--- src/rtl/mem_access_unit_if.sv ---
// Request/response handshake and data-memory bus for mem_access_unit.
// slave = the access unit; master = the MEM stage plus the memory that answers it.
interface mem_access_unit_if;
  logic        req_valid;
  logic        req_ready;
  logic [2:0]  req_op;
  logic [31:0] req_addr;
  logic [31:0] req_wdata;
  logic        resp_valid;
  logic [31:0] resp_rdata;
  logic        resp_err;
  logic [31:0] mem_address;
  logic [31:0] mem_write_data;
  logic        mem_read;
  logic        mem_write;
  logic [31:0] mem_data;

  modport slave (
    input  req_valid, req_op, req_addr, req_wdata, mem_data,
    output req_ready, resp_valid, resp_rdata, resp_err,
           mem_address, mem_write_data, mem_read, mem_write
  );

  modport master (
    output req_valid, req_op, req_addr, req_wdata, mem_data,
    input  req_ready, resp_valid, resp_rdata, resp_err,
           mem_address, mem_write_data, mem_read, mem_write
  );
endinterface

--- src/rtl/mem_access_unit.sv ---
// Load/store initiator for a big-endian, edge-strobed word memory.
// Sub-word stores are performed as read-modify-write.
module mem_access_unit #(
  parameter int unsigned ADDR_LIMIT = 2048
) (
  input  logic             clk,
  input  logic             reset,
  mem_access_unit_if.slave bus
);

  typedef enum logic [3:0] {
    IDLE, RD_SETUP, RD_STROBE, RD_LATCH, MERGE,
    WR_SETUP, WR_STROBE, WR_HOLD, DONE
  } state_t;

  typedef enum logic [2:0] {
    OP_LW, OP_LH, OP_LHU, OP_LB, OP_LBU, OP_SW, OP_SH, OP_SB
  } op_t;

  state_t      state, state_next;
  op_t         op_q, req_op;
  logic [1:0]  off_q;
  logic [15:0] wdata_q;
  logic [31:0] word_q;
  logic [31:0] addr_q;
  logic [31:0] wr_data_q;
  logic [31:0] rdata_q;
  logic        err_q;

  logic        accept;
  logic        req_err;
  logic        misaligned;
  logic [2:0]  size;
  logic [32:0] last_byte;
  logic [7:0]  byte_lane;
  logic [15:0] half_lane;
  logic [31:0] load_val;
  logic [31:0] merged;

  assign req_op = op_t'(bus.req_op);
  assign accept = (state == IDLE) && bus.req_valid;

  always_comb begin
    size       = 3'd1;
    misaligned = 1'b0;
    case (req_op)
      OP_LW, OP_SW: begin
        size       = 3'd4;
        misaligned = (bus.req_addr[1:0] != 2'b00);
      end
      OP_LH, OP_LHU, OP_SH: begin
        size       = 3'd2;
        misaligned = bus.req_addr[0];
      end
      default: ;
    endcase
    // 33-bit sum so an address near 2^32 cannot wrap below the limit
    last_byte = {1'b0, bus.req_addr} + {30'd0, size} - 33'd1;
    req_err   = misaligned || (last_byte >= 33'(ADDR_LIMIT));
  end

  always_comb begin
    byte_lane = bus.mem_data[31:24];
    case (off_q)
      2'd1:    byte_lane = bus.mem_data[23:16];
      2'd2:    byte_lane = bus.mem_data[15:8];
      2'd3:    byte_lane = bus.mem_data[7:0];
      default: ;
    endcase
    half_lane = off_q[1] ? bus.mem_data[15:0] : bus.mem_data[31:16];
    case (op_q)
      OP_LH:   load_val = {{16{half_lane[15]}}, half_lane};
      OP_LHU:  load_val = {16'd0, half_lane};
      OP_LB:   load_val = {{24{byte_lane[7]}}, byte_lane};
      OP_LBU:  load_val = {24'd0, byte_lane};
      default: load_val = bus.mem_data;
    endcase
  end

  always_comb begin
    merged = word_q;
    if (op_q == OP_SB) begin
      case (off_q)
        2'd0: merged[31:24] = wdata_q[7:0];
        2'd1: merged[23:16] = wdata_q[7:0];
        2'd2: merged[15:8]  = wdata_q[7:0];
        2'd3: merged[7:0]   = wdata_q[7:0];
      endcase
    end else if (off_q[1]) begin
      merged[15:0] = wdata_q;
    end else begin
      merged[31:16] = wdata_q;
    end
  end

  always_comb begin
    state_next = state;
    case (state)
      IDLE: begin
        if (bus.req_valid) begin
          if (req_err)              state_next = DONE;
          else if (req_op == OP_SW) state_next = WR_SETUP;
          else                      state_next = RD_SETUP;
        end
      end
      RD_SETUP:  state_next = RD_STROBE;
      RD_STROBE: state_next = RD_LATCH;
      RD_LATCH:  state_next = (op_q == OP_SH || op_q == OP_SB) ? MERGE : DONE;
      MERGE:     state_next = WR_SETUP;
      WR_SETUP:  state_next = WR_STROBE;
      WR_STROBE: state_next = WR_HOLD;
      WR_HOLD:   state_next = DONE;
      DONE:      state_next = IDLE;
      default:   state_next = IDLE;
    endcase
  end

  always_ff @(posedge clk) begin
    if (reset) begin
      state     <= IDLE;
      op_q      <= OP_LW;
      off_q     <= '0;
      wdata_q   <= '0;
      word_q    <= '0;
      addr_q    <= '0;
      wr_data_q <= '0;
      rdata_q   <= '0;
      err_q     <= 1'b0;
    end else begin
      state <= state_next;
      if (accept) begin
        op_q    <= req_op;
        off_q   <= bus.req_addr[1:0];
        wdata_q <= bus.req_wdata[15:0];
        addr_q  <= {bus.req_addr[31:2], 2'b00};
        if (req_err) begin
          rdata_q <= '0;
          err_q   <= 1'b1;
        end else if (req_op == OP_SW) begin
          wr_data_q <= bus.req_wdata;
        end
      end
      // Loads finish straight from the returned word; stores keep it for the merge
      if (state == RD_LATCH) begin
        if (op_q == OP_SH || op_q == OP_SB) begin
          word_q <= bus.mem_data;
        end else begin
          rdata_q <= load_val;
          err_q   <= 1'b0;
        end
      end
      if (state == MERGE) wr_data_q <= merged;
      if (state == WR_HOLD) begin
        rdata_q <= '0;
        err_q   <= 1'b0;
      end
    end
  end

  assign bus.req_ready      = (state == IDLE);
  assign bus.resp_valid     = (state == DONE);
  assign bus.resp_rdata     = rdata_q;
  assign bus.resp_err       = err_q;
  assign bus.mem_read       = (state == RD_STROBE);
  assign bus.mem_write      = (state == WR_STROBE);
  assign bus.mem_address    = addr_q;
  assign bus.mem_write_data = wr_data_q;

endmodule
--- src/flat_wrapper.sv ---
// flat-port wrapper written by rule: the top's interface ports become plain ports
module mem_access_unit_flat 
#(
  parameter int unsigned ADDR_LIMIT = 2048
)
  (clk, reset, bus_req_valid, bus_req_op, bus_req_addr, bus_req_wdata, bus_mem_data, bus_req_ready, bus_resp_valid, bus_resp_rdata, bus_resp_err, bus_mem_address, bus_mem_write_data, bus_mem_read, bus_mem_write);
  mem_access_unit_if bus_i ();
  input  logic clk;
  input  logic reset;
  input wire logic [$bits(bus_i.req_valid)-1:0] bus_req_valid;
  input wire logic [$bits(bus_i.req_op)-1:0] bus_req_op;
  input wire logic [$bits(bus_i.req_addr)-1:0] bus_req_addr;
  input wire logic [$bits(bus_i.req_wdata)-1:0] bus_req_wdata;
  input wire logic [$bits(bus_i.mem_data)-1:0] bus_mem_data;
  output wire logic [$bits(bus_i.req_ready)-1:0] bus_req_ready;
  output wire logic [$bits(bus_i.resp_valid)-1:0] bus_resp_valid;
  output wire logic [$bits(bus_i.resp_rdata)-1:0] bus_resp_rdata;
  output wire logic [$bits(bus_i.resp_err)-1:0] bus_resp_err;
  output wire logic [$bits(bus_i.mem_address)-1:0] bus_mem_address;
  output wire logic [$bits(bus_i.mem_write_data)-1:0] bus_mem_write_data;
  output wire logic [$bits(bus_i.mem_read)-1:0] bus_mem_read;
  output wire logic [$bits(bus_i.mem_write)-1:0] bus_mem_write;
  assign bus_i.req_valid = bus_req_valid;
  assign bus_i.req_op = bus_req_op;
  assign bus_i.req_addr = bus_req_addr;
  assign bus_i.req_wdata = bus_req_wdata;
  assign bus_i.mem_data = bus_mem_data;
  assign bus_req_ready = bus_i.req_ready;
  assign bus_resp_valid = bus_i.resp_valid;
  assign bus_resp_rdata = bus_i.resp_rdata;
  assign bus_resp_err = bus_i.resp_err;
  assign bus_mem_address = bus_i.mem_address;
  assign bus_mem_write_data = bus_i.mem_write_data;
  assign bus_mem_read = bus_i.mem_read;
  assign bus_mem_write = bus_i.mem_write;
  mem_access_unit #(.ADDR_LIMIT(ADDR_LIMIT)) u_core (.clk(clk), .reset(reset), .bus(bus_i));
endmodule
--- config.mk ---
export PLATFORM = sky130hd
export DESIGN_NAME = mem_access_unit_flat
export DESIGN_NICKNAME = d
export VERILOG_FILES = /design/src/rtl/mem_access_unit_if.sv /design/src/rtl/mem_access_unit.sv /design/src/flat_wrapper.sv
export SDC_FILE = /design/constraint.sdc
export NUM_CORES = 1
export LEC_CHECK = 0
export BUFFER_PORTS_ARGS = -buffer_cell sky130_fd_sc_hd__buf_2
export CAP_MARGIN = 10
export CORE_ASPECT_RATIO = 0.8
export CORE_UTILIZATION = 60
export DETAILED_ROUTE_END_ITERATION = 7
export MAX_ROUTING_LAYER = met4
export PLACE_DENSITY = 0.91
export SYNTH_ARGS = -nofsm -noshare
export SYNTH_HDL_FRONTEND = slang
export SYNTH_SLANG_ARGS = --single-unit
--- constraint.sdc ---
create_clock -name clk -period 8.19 [get_ports clk]
set_input_delay 0.819 -clock clk [delete_from_list [all_inputs] [get_ports clk]]
set_output_delay 0.819 -clock clk [all_outputs]
set_load 0.05 [all_outputs]
==> results of run 1 <==
==> routing by layer <==
metal	track usage [%]	up-vias	part of all wire, %
li1	-	4762	-
met1	58.6	4820	45
met2	54.7	686	40
met3	11.6	73	13
met4	11.1	0	2.0
met5	-	-	0
==> layout by cell type (no fill, tap or decap), types with 11 or more instances in the layout <==
cell type,n
nor2_1,51
nor3_1,28
a21oi_1,122
nand4_1,14
nand3_1,23
a311oi_1,25
buf_2,199
o21ai_0,55
a211oi_1,18
o21a_1,11
inv_1,54
nand2b_1,23
nand2_1,275
mux2i_1,15
dfxtp_1,152
clkbuf_16,17
o221ai_1,21
ha_1,34
buf_4,12
o211a_1,31
==> power breakdown <==
group | internal (mW) | switching, mW
registers | 0.757 | 0.0167
logic | 0.161 | 0.319
clock network | 0.462 | 0.375
total | 1.38 | 0.711
==> worst min-delay path by stage <==
stage | to | start | depth (start not counted) | slack, ps
after floorplan | u_core.word_q[16]$_SDFFE_PP0P_ | u_core.word_q[16]$_SDFFE_PP0P_ | 2 | 440
after global placement | u_core.bus.mem_address[29]$_SDFFE_PP0P_ | u_core.bus.mem_address[29]$_SDFFE_PP0P_ | 2 | 440
after detailed placement | u_core.bus.mem_address[26]$_SDFFE_PP0P_ | u_core.bus.mem_address[26]$_SDFFE_PP0P_ | 2 | 440
after CTS | u_core.bus.mem_address[26]$_SDFFE_PP0P_ | u_core.bus.mem_address[26]$_SDFFE_PP0P_ | 2 | 450
after global routing | u_core.bus.mem_address[14]$_SDFFE_PP0P_ | u_core.bus.mem_address[14]$_SDFFE_PP0P_ | 2 | 470
final | u_core.bus.mem_address[22]$_SDFFE_PP0P_ | u_core.bus.mem_address[22]$_SDFFE_PP0P_ | 2 | 450
==> sequential cells by signal, summed over array words and instances (netlist names) <==
signal	flops
u_core.op_q	3
u_core.bus.mem_address	30
u_core.bus.mem_write_data	32
u_core.state	4
u_core.bus.resp_err	1
u_core.bus.resp_rdata	32
u_core.word_q	32
u_core.wdata_q	16
u_core.off_q	2
==> worst reg2reg max path, cell delays in order, from the launching register on <==
cell,delay [ps]
dfxtp_1,410
nor2_1,290
nand2_1,140
inv_1,130
nand2_2,620
nor2_1,290
o311ai_1,200
nor4_4,170
buf_4,340
or2_0,490
buf_4,350
a311oi_1,130
==> cells by family after synthesis <==
kind of cell	Yosys count	synth area share [%]
AND/OR/NAND/NOR	481	23.4
AO/OA/AOI/OAI	382	27.7
flip-flops	152	31.9
buffers and inverters	149	6.91
adder cells (fa/ha/maj)	35	4.68
multiplexers	27	4.06
XOR/XNOR	14	1.29
other	1	0.0394
==> final cells by class <==
class | instances | area (um2)
inverter | 55 | 206
tap | 210 | 263
timing repair buffer | 211 | 1090
clock buffer | 17 | 425
fill | 1163 | 4210
clock inverter | 15 | 184
multi-input combinational | 941 | 5850
sequential | 152 | 3040
==> through the flow <==
step           area [um2]  setup slack, ps
2_1_floorplan        9530             3390
3_3_place_gp        10400             2410
3_5_place_dp        10400             2240
4_1_cts             11100             2630
5_1_grt             11100             2200
6_report            11100             2540
==> out/qor.csv, run 1 <==
stage,metric,value,unit
timing,final worst path period share,69.0,%
global_route,initial antenna violation count,0,
flow_run,Max Cap Viol,0,
setup_path,CP max stage delay,550,ps
setup_path,Worst EP arrival,5940,ps
floorplan,Initial Util,62.4,%
routing,via/cell ratio,6.46,
setup_path,CP Class,input pin to flop,
clock_tree,hold buffer count at cts,0,
setup_path,CP max FO,33,
floorplan,Die H,115,um
place,Post-DP HPWL,23.6,mm
yosys,leading cell types by count after synthesis,"nand2_1, dfxtp_1, a21oi_1",
routing,post-route ant nets,0,
yosys,number of synthesized flops with an enable pin,0,
clock_tree,Num CTS Buffers,17,
yosys,"area leader, netlist",dfxtp_1,
setup_path,R2R Path Start,u_core.state[3]$_SDFFE_PP0P_,
cells_and_area,fin cells,1601,
yosys,Ys Warns,0,
min_path,HP Class,flop to flop,
cells_and_area,"Core Util, Final",72.4,%
setup_path,worst-path cell chain,buf_2 > inv_1 > nor3_1 > a21oi_1 > ha_1 > inv_1 > ha_1 > fa_1 > a21o_1 > a221o_1 > a211oi_1 > o21ai_0 > a41oi_1 > a211o_2 > nand4_1 > nor4_4 > buf_4 > or2_0 > buf_4 > a311oi_1,
cells_and_area,diodes inserted,0,
routing,residual DRC count,0,
cells_and_area,area grow syn2layout,16.1,%
yosys,mapped cell area,9520,um2
routing,DR iter-0 viols,1795,
timing,slew margin rel.,20.0,%
global_route,GR Overflow Total,0,
routing,Post-Route WL,32.3,mm
floorplan,DIE AREA,16400,um2
yosys,post-synthesis async set-or-reset flop share,0,%
timing,Achievable Freq,177,MHz
clock_tree,CTS tree,built,
clock_tree,Worst-path clk slew,70,ps
setup_path,capturing point of the worst reg2reg path,u_core.bus.mem_write_data[15]$_SDFFE_PP0P_,
global_route,GR Util All Layers,40.7,%
clock_tree,Clock Sinks,152,
routing,drt first pass iters,7,
power_and_ir_drop,Total Power,2.09,mW
clock_tree,Post-CTS Setup Inserts,0,
clock_tree,Max clock buf depth,2,
place,Placed Cells,1568,
routing,Via Count,10300,
floorplan,die width,143,um
power_and_ir_drop,worst vdd ir,0.000153,V
cells_and_area,layout cells sized above 1,20.8,%
setup_path,reg2reg path depth,11,
global_route,pin count of the biggest net entering global routing,82,
place,GP Congestion,1.02,
setup_path,crit path from,bus_req_op[0],
routing,Avg WL per Cell,20.2,um
timing,worst-margin pin slew,1200,ps
setup_path,Required @ worst endpoint,8480,ps
yosys,Post-Syn Instances,1241,
yosys,most frequent cell after synthesis,nand2_1,
floorplan,# rows,40,
floorplan,num ports,203,
clock_tree,clock root buffer,clkbuf_16,
timing,RSZ-0062 raised after global routing,false,
global_route,vias in the first global route,9132,
timing,"Slew Viols, Final",0,
timing,crit path time final,5650,ps
cells_and_area,Layout Nets,1515,
setup_path,CP top delay family,compound AO/OA/AOI/OAI gates,
setup_path,reg2reg setup slack,4490,ps
timing,"Setup violations, final",0,
yosys,Yosys reg bits,152,
place,Port Buf Inserts,200,
setup_path,Setup crit end kind,flop,
global_route,first-pass GRT wire length,49.4,mm
timing,final hold slack,454,ps
power_and_ir_drop,pwr dens,189,nW/um2
yosys,main flop type after synthesis,dfxtp_1,
status,status,"complete, no violations",
setup_path,CP max-delay cell,a211oi_1,
floorplan,core area,15300,um2
timing,Hold Fails Final Rpt,0,
yosys,"Distinct cells, synth",91,
clock_tree,CTS H-tree depth,4,
timing,Setup TNS,0,ps
yosys,largest cells by area after synthesis,"dfxtp_1, nand2_1, a21oi_1",
setup_path,CP Depth,20,
yosys,Syn Area/Cell,7.67,um2
setup_path,CP startpoint kind,input pin,
power_and_ir_drop,leakage,5.03,nW
timing,Worst Skew,9.92,ps
yosys,sequential fraction of the synthesis area,31.9,%
setup_path,worst setup path endpoint,u_core.bus.mem_write_data[15]$_SDFFE_PP0P_,
setup_path,Critical path buffers and inverters,5,
clock_tree,worst skew pair latency,440,ps
clock_tree,Resized Gates After CTS,0,
yosys,top-area cell type share of the netlist area,31.9,%
(Power assumes the default switching activity.)
==> inputs of run 2 (changes only) <==
--- a/config.mk
+++ b/config.mk
@@ -5,13 +5,14 @@
 export SDC_FILE = /design/constraint.sdc
 export NUM_CORES = 1
 export LEC_CHECK = 0
+export ABC_AREA = 1
 export BUFFER_PORTS_ARGS = -buffer_cell sky130_fd_sc_hd__buf_2
 export CAP_MARGIN = 10
 export CORE_ASPECT_RATIO = 0.8
-export CORE_UTILIZATION = 60
+export CORE_UTILIZATION = 51
 export DETAILED_ROUTE_END_ITERATION = 7
 export MAX_ROUTING_LAYER = met4
-export PLACE_DENSITY = 0.91
+export PLACE_DENSITY = 0.82
 export SYNTH_ARGS = -nofsm -noshare
 export SYNTH_HDL_FRONTEND = slang
 export SYNTH_SLANG_ARGS = --single-unit
==> constraint.sdc (replaced) <==
create_clock -name clk -period 5.05 [get_ports clk]
set_input_delay 0.505 -clock clk [delete_from_list [all_inputs] [get_ports clk]]
set_output_delay 0.505 -clock clk [all_outputs]
set_load 0.05 [all_outputs]
==> run 2 against run 1 <==
Effect of this change: first-iteration DRC count shrank 3.4%; clock skew hardly changed; wire length up 7.4%; global-route usage fell by 6.9 points; highest routed layer unchanged; register-to-register slack worse by 2700 ps; count of clock-buffer cells in the layout increased by 3; final cell count increased by 36%; worst hold slack got worse by 100 ps; combinational power grew 51%; critical path depth rose by 1.
==> out/qor.csv, run 2 <==
stage,metric,value,unit,change
status,status,"complete, no violations",,
global_route,GR Overflow Total,0,,unchanged
routing,post-route ant nets,0,,unchanged
clock_tree,CTS H-tree depth,4,,unchanged
clock_tree,Num CTS Buffers,17,,unchanged
floorplan,num ports,203,,unchanged
place,Post-DP HPWL,25.7,mm,+9.0%
min_path,HP Class,input pin to flop,,
setup_path,cell mode on critical path,nand3_1,,
routing,Post-Route WL,34.7,mm,+7.4%
yosys,Ys Warns,0,,unchanged
floorplan,Initial Util,52.4,%,-10 points
cells_and_area,diodes inserted,0,,unchanged
clock_tree,Max clock buf depth,2,,unchanged
timing,slew margin rel.,22.2,%,+2.2 points
yosys,mapped cell area,10400,um2,+9.6%
place,placement-stage worst setup slack,735,ps,-1500 ps
place,Placed Cells,2142,,+37%
timing,"Slew Viols, Final",0,,unchanged
setup_path,CP max stage delay,650,ps,+100 ps
yosys,leading cell types by count after synthesis,"nand2_1, inv_1, a21oi_1",,
timing,RSZ-0062 raised after global routing,false,,
clock_tree,hold buffer count at cts,0,,unchanged
global_route,first-pass GRT wire length,54.2,mm,+9.7%
cells_and_area,"commonest non-fill, non-tap cell in the layout",nand2_1,,
power_and_ir_drop,worst vdd ir,0.000168,V,+9.8%
flow_run,Max Cap Viol,0,,unchanged
setup_path,Setup crit end kind,flop,,
cells_and_area,Layout Nets,2034,,+34%
timing,Hold Fails Final Rpt,0,,unchanged
timing,Achievable Freq,255,MHz,
setup_path,CP Class,input pin to flop,,
setup_path,Worst EP arrival,4280,ps,-1660 ps
cells_and_area,most frequent cells in the layout,"nand2_1, inv_1, a21oi_1, buf_2, nand3_1",,
power_and_ir_drop,pwr dens,269,nW/um2,+42%
timing,"Setup violations, final",0,,unchanged
clock_tree,CTS tree,built,,
floorplan,Die H,130,um,+13%
clock_tree,Clock Sinks,152,,unchanged
yosys,Yosys reg bits,152,,unchanged
yosys,"Distinct cells, synth",39,,-57%
floorplan,DIE AREA,21100,um2,+28%
routing,drt first pass iters,6,,-1
floorplan,die width,162,um,+13%
global_route,initial antenna violation count,0,,unchanged
yosys,Syn Area/Cell,5.94,um2,-23%
power_and_ir_drop,leakage,6.16,nW,+23%
timing,Setup TNS,0,ps,unchanged
global_route,vias in the first global route,10500,,+15%
setup_path,Required @ worst endpoint,5400,ps,-3080 ps
timing,Worst Skew,9.80,ps,-0.110 ps
clock_tree,worst skew pair latency,440,ps,about the same
floorplan,core area,19900,um2,+30%
timing,worst-margin pin slew,1160,ps,-34.1 ps
routing,top routing layer used,met4,,
timing,final worst path period share,77.8,%,
yosys,largest cells by area after synthesis,"dfxtp_1, nand2_1, a21oi_1",,
clock_tree,Resized Gates After CTS,0,,unchanged
min_path,WHS Path Cells,3,,+1
cells_and_area,fin cells,2174,,+36%
routing,metal3 WL,3.98,mm,-4.8%
setup_path,CP max FO,33,,unchanged
yosys,"area leader, netlist",dfxtp_1,,
floorplan,# rows,46,,+15%
routing,Avg WL per Cell,16.0,um,-21%
setup_path,worst-path cell chain,buf_2 > or2_2 > nand2_1 > o21ai_0 > ha_1 > inv_1 > ha_1 > fa_1 > nand3_1 > nand3_1 > nand3_1 > nand3_1 > nand2_1 > nand3_1 > nand2_1 > nand2_1 > nor2_2 > nand3_2 > o21bai_4 > nand3_1 > a21oi_1,,
routing,DR WL met2,14.2,mm,+10%
place,Port Buf Inserts,200,,unchanged
yosys,most frequent cell after synthesis,nand2_1,,
yosys,number of synthesized flops with an enable pin,0,,unchanged
routing,DRT met1 WL,15.9,mm,+9.3%
place,GP Congestion,0.974,,-4.2%
clock_tree,Post-CTS Setup Inserts,0,,unchanged
routing,DR iter-0 viols,1734,,-3.4%
routing,residual DRC count,0,,unchanged
routing,Via Count,12000,,+16%
global_route,pin count of the biggest net entering global routing,66,,-20%
yosys,Post-Syn Instances,1757,,+42%
timing,crit path time final,3930,ps,
yosys,post-synthesis async set-or-reset flop share,0,%,unchanged
power_and_ir_drop,Total Power,3.24,mW,+55%
setup_path,CP max-delay cell,o21bai_4,,
global_route,GR Util All Layers,33.8,%,-6.9 points
cells_and_area,area grow syn2layout,15.5,%,
yosys,sequential fraction of the synthesis area,29.1,%,-2.8 points
setup_path,reg2reg path depth,7,,-4
routing,via/cell ratio,5.52,,-15%
yosys,top-area cell type share of the netlist area,29.1,%,-2.8 points
cells_and_area,fill count,1970,,+69%
cells_and_area,layout cells sized above 1,15.0,%,-5.9 points
setup_path,CP startpoint kind,input pin,,
clock_tree,Worst-path clk slew,70,ps,about the same
yosys,main flop type after synthesis,dfxtp_1,,
clock_tree,clock root buffer,clkbuf_16,,
timing,final setup margin,1120,ps,-1410 ps
run 2: cell count changes after synthesis, sizes merged, moves of 23 or more:
| cell | before | now |
|---|---|---|
| nand2 | 277 | 512 |
| nand3 | 23 | 198 |
| inv | 54 | 228 |
| nor2 | 52 | 147 |
| a21oi | 126 | 202 |
| o21ai | 65 | 117 |
| o211a | 31 | 0 |
| o211ai | 5 | 31 |
| a311oi | 25 | 0 |
| nand2b | 23 | 0 |
run 2: cell type report:
type                            instances  area (um2)  area share (%)
Sequential cell                       152        3040            25.2
Inverter                              234         878            7.28
Clock inverter                         12         109           0.903
Timing Repair Buffer                  215        1110            9.23
Clock buffer                           20         457            3.79
Multi-Input combinational cell       1277        6130            50.8
Tap cell                              264         330            2.74
run 2: critical path: cells and delay by family:
kind                     cells  cell delay (ps)
AO/OA/AOI/OAI                3              960
adder cells (fa/ha/maj)      3              980
buffers and inverters        2              150
AND/OR/NAND/NOR             13             1670
run 2: cells by family after synthesis:
| family | after synthesis | synth area share (%) |
|---|---|---|
| buffers and inverters | 329 | 12.3 |
| xor gates and xnor gates | 1 | 0.0839 |
| adders and majority gates | 35 | 4.27 |
| DFF | 152 | 29.1 |
| and+or+nand+nor | 882 | 36.0 |
| other | 1 | 0.0359 |
| AOI/OAI and AO/OA | 357 | 18.2 |
run 2: layer usage:
metal	global-route usage (%)	up-vias
li1	-	5930
met2	47.4	590
met4	8.05	0
met1	47.7	5424
met3	8.93	55
met5	-	-
run 2: report_power, final:
group	internal, mW	leakage [nW]	switching [mW]
Sequential	1.23	1.23	0.0269
Combinational	0.216	4.66	0.508
Clock	0.672	0.270	0.591
Total	2.11	6.16	1.13
run 2: final timing paths:
| path | from | to | slack [ps] |
|---|---|---|---|
| setup reg to reg | u_core.off_q[1]$_SDFFE_PP0P_ | u_core.bus.resp_rdata[18]$_SDFF_PP0_ | 1780 |
| hold reg to reg | u_core.bus.resp_err$_SDFF_PP0_ | u_core.bus.resp_err$_SDFF_PP0_ | 450 |
| setup / recovery | bus_req_op[2] | u_core.bus.resp_rdata[7]$_SDFF_PP0_ | 1120 |
| hold / removal | bus_req_wdata[11] | u_core.wdata_q[11]$_SDFFE_PP0P_ | 350 |
run 2: metrics by stage:
stage / instance area (um2) / hold WS [ps] / utilization [%]
2_1_floorplan: 10400 / 420 / -
3_3_place_gp: 11500 / 437 / 57.7
3_5_place_dp: 11500 / 444 / 57.7
4_1_cts: 12100 / 350 / 60.6
5_1_grt: 12100 / 357 / 60.6
6_report: 12100 / 351 / 60.6
==> inputs of run 3 (changes only) <==
--- a/config.mk
+++ b/config.mk
@@ -5,14 +5,14 @@
 export SDC_FILE = /design/constraint.sdc
 export NUM_CORES = 1
 export LEC_CHECK = 0
-export ABC_AREA = 1
+export ABC_AREA = 0
 export BUFFER_PORTS_ARGS = -buffer_cell sky130_fd_sc_hd__buf_2
 export CAP_MARGIN = 10
 export CORE_ASPECT_RATIO = 0.8
-export CORE_UTILIZATION = 51
+export CORE_UTILIZATION = 50
 export DETAILED_ROUTE_END_ITERATION = 7
 export MAX_ROUTING_LAYER = met4
-export PLACE_DENSITY = 0.82
+export PLACE_DENSITY = 0.81
 export SYNTH_ARGS = -nofsm -noshare
 export SYNTH_HDL_FRONTEND = slang
 export SYNTH_SLANG_ARGS = --single-unit
==> constraint.sdc (replaced) <==
create_clock -name clk -period 3.5 [get_ports clk]
set_input_delay 0.35 -clock clk [delete_from_list [all_inputs] [get_ports clk]]
set_output_delay 0.35 -clock clk [all_outputs]
set_load 0.05 [all_outputs]
==> run 3 against run 2 <==
Effect of this change: the run now ends with negative setup slack left; final cell count is 15% lower; total power increased by 62%; sequential cell count unchanged; highest routed layer unchanged.
==> out/qor.csv, run 3 (synthesis gave the netlist of run 1 again) <==
stage,metric,value,unit,change
setup_path,reg2reg setup slack,700,ps,-1080 ps
clock_tree,Worst-path clk slew,80,ps,about the same
cells_and_area,fin cells,1856,,-15%
global_route,pin count of the biggest net entering global routing,82,,+24%
place,Post-DP HPWL,26.5,mm,+3.2%
routing,DR iter-0 viols,1743,,+0.52%
cells_and_area,layout cells sized above 1,33.4,%,+18 points
global_route,GR Overflow Total,0,,unchanged
floorplan,DIE AREA,19600,um2,-6.9%
place,placement-stage worst setup slack,-1140,ps,-1880 ps
setup_path,Required @ worst endpoint,3850,ps,-1550 ps
floorplan,num ports,203,,unchanged
power_and_ir_drop,Sw Share,33.5,%,-1.2 points
flow_run,Max Cap Viol,0,,unchanged
clock_tree,Clock Sinks,152,,unchanged
clock_tree,CTS tree,built,,
timing,"Setup violations, final",68,,+68
timing,Hold Fails Final Rpt,0,,unchanged
place,Port Buf Inserts,200,,unchanged
global_route,initial antenna violation count,0,,unchanged
floorplan,core area,18400,um2,-7.7%
routing,Via Count,11100,,-7.5%
timing,crit path time final,4150,ps,
routing,post-route ant nets,0,,unchanged
routing,residual DRC count,0,,unchanged
floorplan,Initial Util,51.8,%,-0.63 points
setup_path,R2R Path Start,u_core.op_q[1]$_SDFFE_PP0P_,,
timing,Setup TNS,-36970,ps,-36970 ps
routing,Avg WL per Cell,19.5,um,+22%
timing,final setup margin,-646,ps,-1770 ps
clock_tree,CTS H-tree depth,4,,unchanged
power_and_ir_drop,Comb power frac,28.3,%,+6.0 points
setup_path,Worst EP arrival,4490,ps,+210 ps
timing,worst-margin pin slew,871,ps,-292 ps
routing,drt first pass iters,7,,+1
setup_path,reg2reg path depth,7,,unchanged
routing,via/cell ratio,5.98,,+8.4%
cells_and_area,diodes inserted,0,,unchanged
power_and_ir_drop,worst vdd ir,0.000300,V,+78%
clock_tree,worst skew pair latency,440,ps,about the same
setup_path,crit path from,bus_req_op[0],,
timing,final worst path period share,118,%,
power_and_ir_drop,pwr dens,400,nW/um2,+49%
setup_path,CP startpoint kind,input pin,,
global_route,GR Util All Layers,37.9,%,+4.0 points
floorplan,# rows,44,,-4.3%
setup_path,worst setup path endpoint,u_core.bus.mem_write_data[30]$_SDFFE_PP0P_,,
floorplan,Die H,125,um,-3.5%
timing,final hold slack,165,ps,-186 ps
cells_and_area,area grow syn2layout,37.9,%,
power_and_ir_drop,leakage,6.16,nW,about the same
setup_path,CP max FO,5,,-85%
power_and_ir_drop,Clk network pwr share,37.2,%,-1.8 points
timing,"Slew Viols, Final",0,,unchanged
place,Placed Cells,1804,,-16%
timing,Achievable Freq,241,MHz,
clock_tree,clock root buffer,clkbuf_16,,
global_route,vias in the first global route,10200,,-3.2%
timing,slew margin rel.,41.8,%,+20 points
clock_tree,hold buffer count at cts,0,,unchanged
power_and_ir_drop,Sequential Power Share,34.5,%,-4.2 points
status,status,"finished, violations left",,
setup_path,CP Class,input pin to flop,,
timing,Worst Skew,15.2,ps,+5.41 ps
power_and_ir_drop,Total Power,5.25,mW,+62%
cells_and_area,most frequent cells in the layout,"nand2_1, buf_4, buf_2, dfxtp_1, a21oi_1",,
status,violated checks,negative setup slack,,
setup_path,capturing point of the worst reg2reg path,u_core.bus.mem_write_data[22]$_SDFFE_PP0P_,,
timing,RSZ-0062 raised after global routing,true,,
floorplan,die width,156,um,-3.5%
clock_tree,Max clock buf depth,2,,unchanged
global_route,first-pass GRT wire length,55.8,mm,+3.0%
min_path,HP Class,input pin to flop,,
power_and_ir_drop,internal power contribution,3.49,mW,+65%
routing,Post-Route WL,36.3,mm,+4.5%
setup_path,Setup crit end kind,flop,,
place,GP Congestion,1.01,,+3.2%
clock_tree,Num CTS Buffers,17,,unchanged
power_and_ir_drop,sw power,1.76,mW,+56%
cells_and_area,"commonest non-fill, non-tap cell in the layout",nand2_1,,
cells_and_area,Layout Nets,1727,,-15%
[run 3: changes by cell type in the layout (fill, tap and decap cells not counted), sizes merged, moves of 23 or more]
cell,previous run,this run
nor2,147,52
buf,215,421
o211a,0,31
nand3,198,23
inv,235,61
o211ai,31,5
nand2,512,277
nand2b,0,23
a311oi,0,25
a21oi,202,126
o21ai,117,65
[run 3: per-layer routing]
metal | vias up | track usage (%) | share of wire (%)
li1 | 5188 | - | -
met1 | 5212 | 53.9 | 45
met2 | 642 | 51.8 | 41
met3 | 63 | 11.2 | 12
met4 | 0 | 8.94 | 1.6
met5 | - | - | 0
[run 3: area by class of cell]
type	count	area (um2)
clock buffer	17	425
inverter	55	214
clock inverter	15	186
tap	253	317
multi-input combinational	941	6080
fill	1500	5260
sequential	152	3040
timing repair buffer	423	2870
[run 3: worst min path at each step]
stage	start	end	slack (ps)	cells past startpoint
finish	bus_req_addr[28]	u_core.bus.mem_address[28]$_SDFFE_PP0P_	160	3
global route	bus_req_wdata[1]	u_core.wdata_q[1]$_SDFFE_PP0P_	160	3
CTS	bus_req_wdata[5]	u_core.wdata_q[5]$_SDFFE_PP0P_	160	3
detailed placement	u_core.bus.mem_address[29]$_SDFFE_PP0P_	u_core.bus.mem_address[29]$_SDFFE_PP0P_	450	2
global placement	u_core.bus.mem_address[20]$_SDFFE_PP0P_	u_core.bus.mem_address[20]$_SDFFE_PP0P_	440	2
floorplan	u_core.word_q[16]$_SDFFE_PP0P_	u_core.word_q[16]$_SDFFE_PP0P_	440	2
[run 3: per-stage QoR]
stage	cell area (um2)	util (%)
finish	13100	71.4
global placement	12000	65.3
detailed placement	12000	65.3
floorplan	9560	-
global route	13100	71.4
CTS	13000	70.8
[run 3: worst max-delay path, cell delays in order]
cell,delay [ps]
buf_12,90
inv_8,30
nor3_4,150
a21oi_2,60
ha_1,300
inv_2,50
ha_4,150
fa_2,360
a21o_1,210
a221o_1,330
buf_4,170
a211oi_4,260
buf_4,160
or4_4,120
o221ai_2,80
nor4bb_1,310
nand4_1,190
nor4_4,420
buf_4,220
buf_6,100
buf_8,90
nor3_1,40
a311oi_1,250
[run 3: power groups by stage]
stage                     Sequential, mW  Combinational [mW]  Clock [mW]
after global routing                1.81                1.59        2.04
final                               1.81                1.49        1.95
after floorplan                     1.91               0.700           0
after detailed placement            1.85                1.36           0
after CTS                           1.81                1.42        1.96
after global placement              1.84                1.34           0
[run 3: timing repair]
item	in CTS	in global routing
buffers inserted	17	6
gates cloned	4	2
gates resized for setup	71	23
endpoints found under the setup margin	68	68
pin swaps	35	20
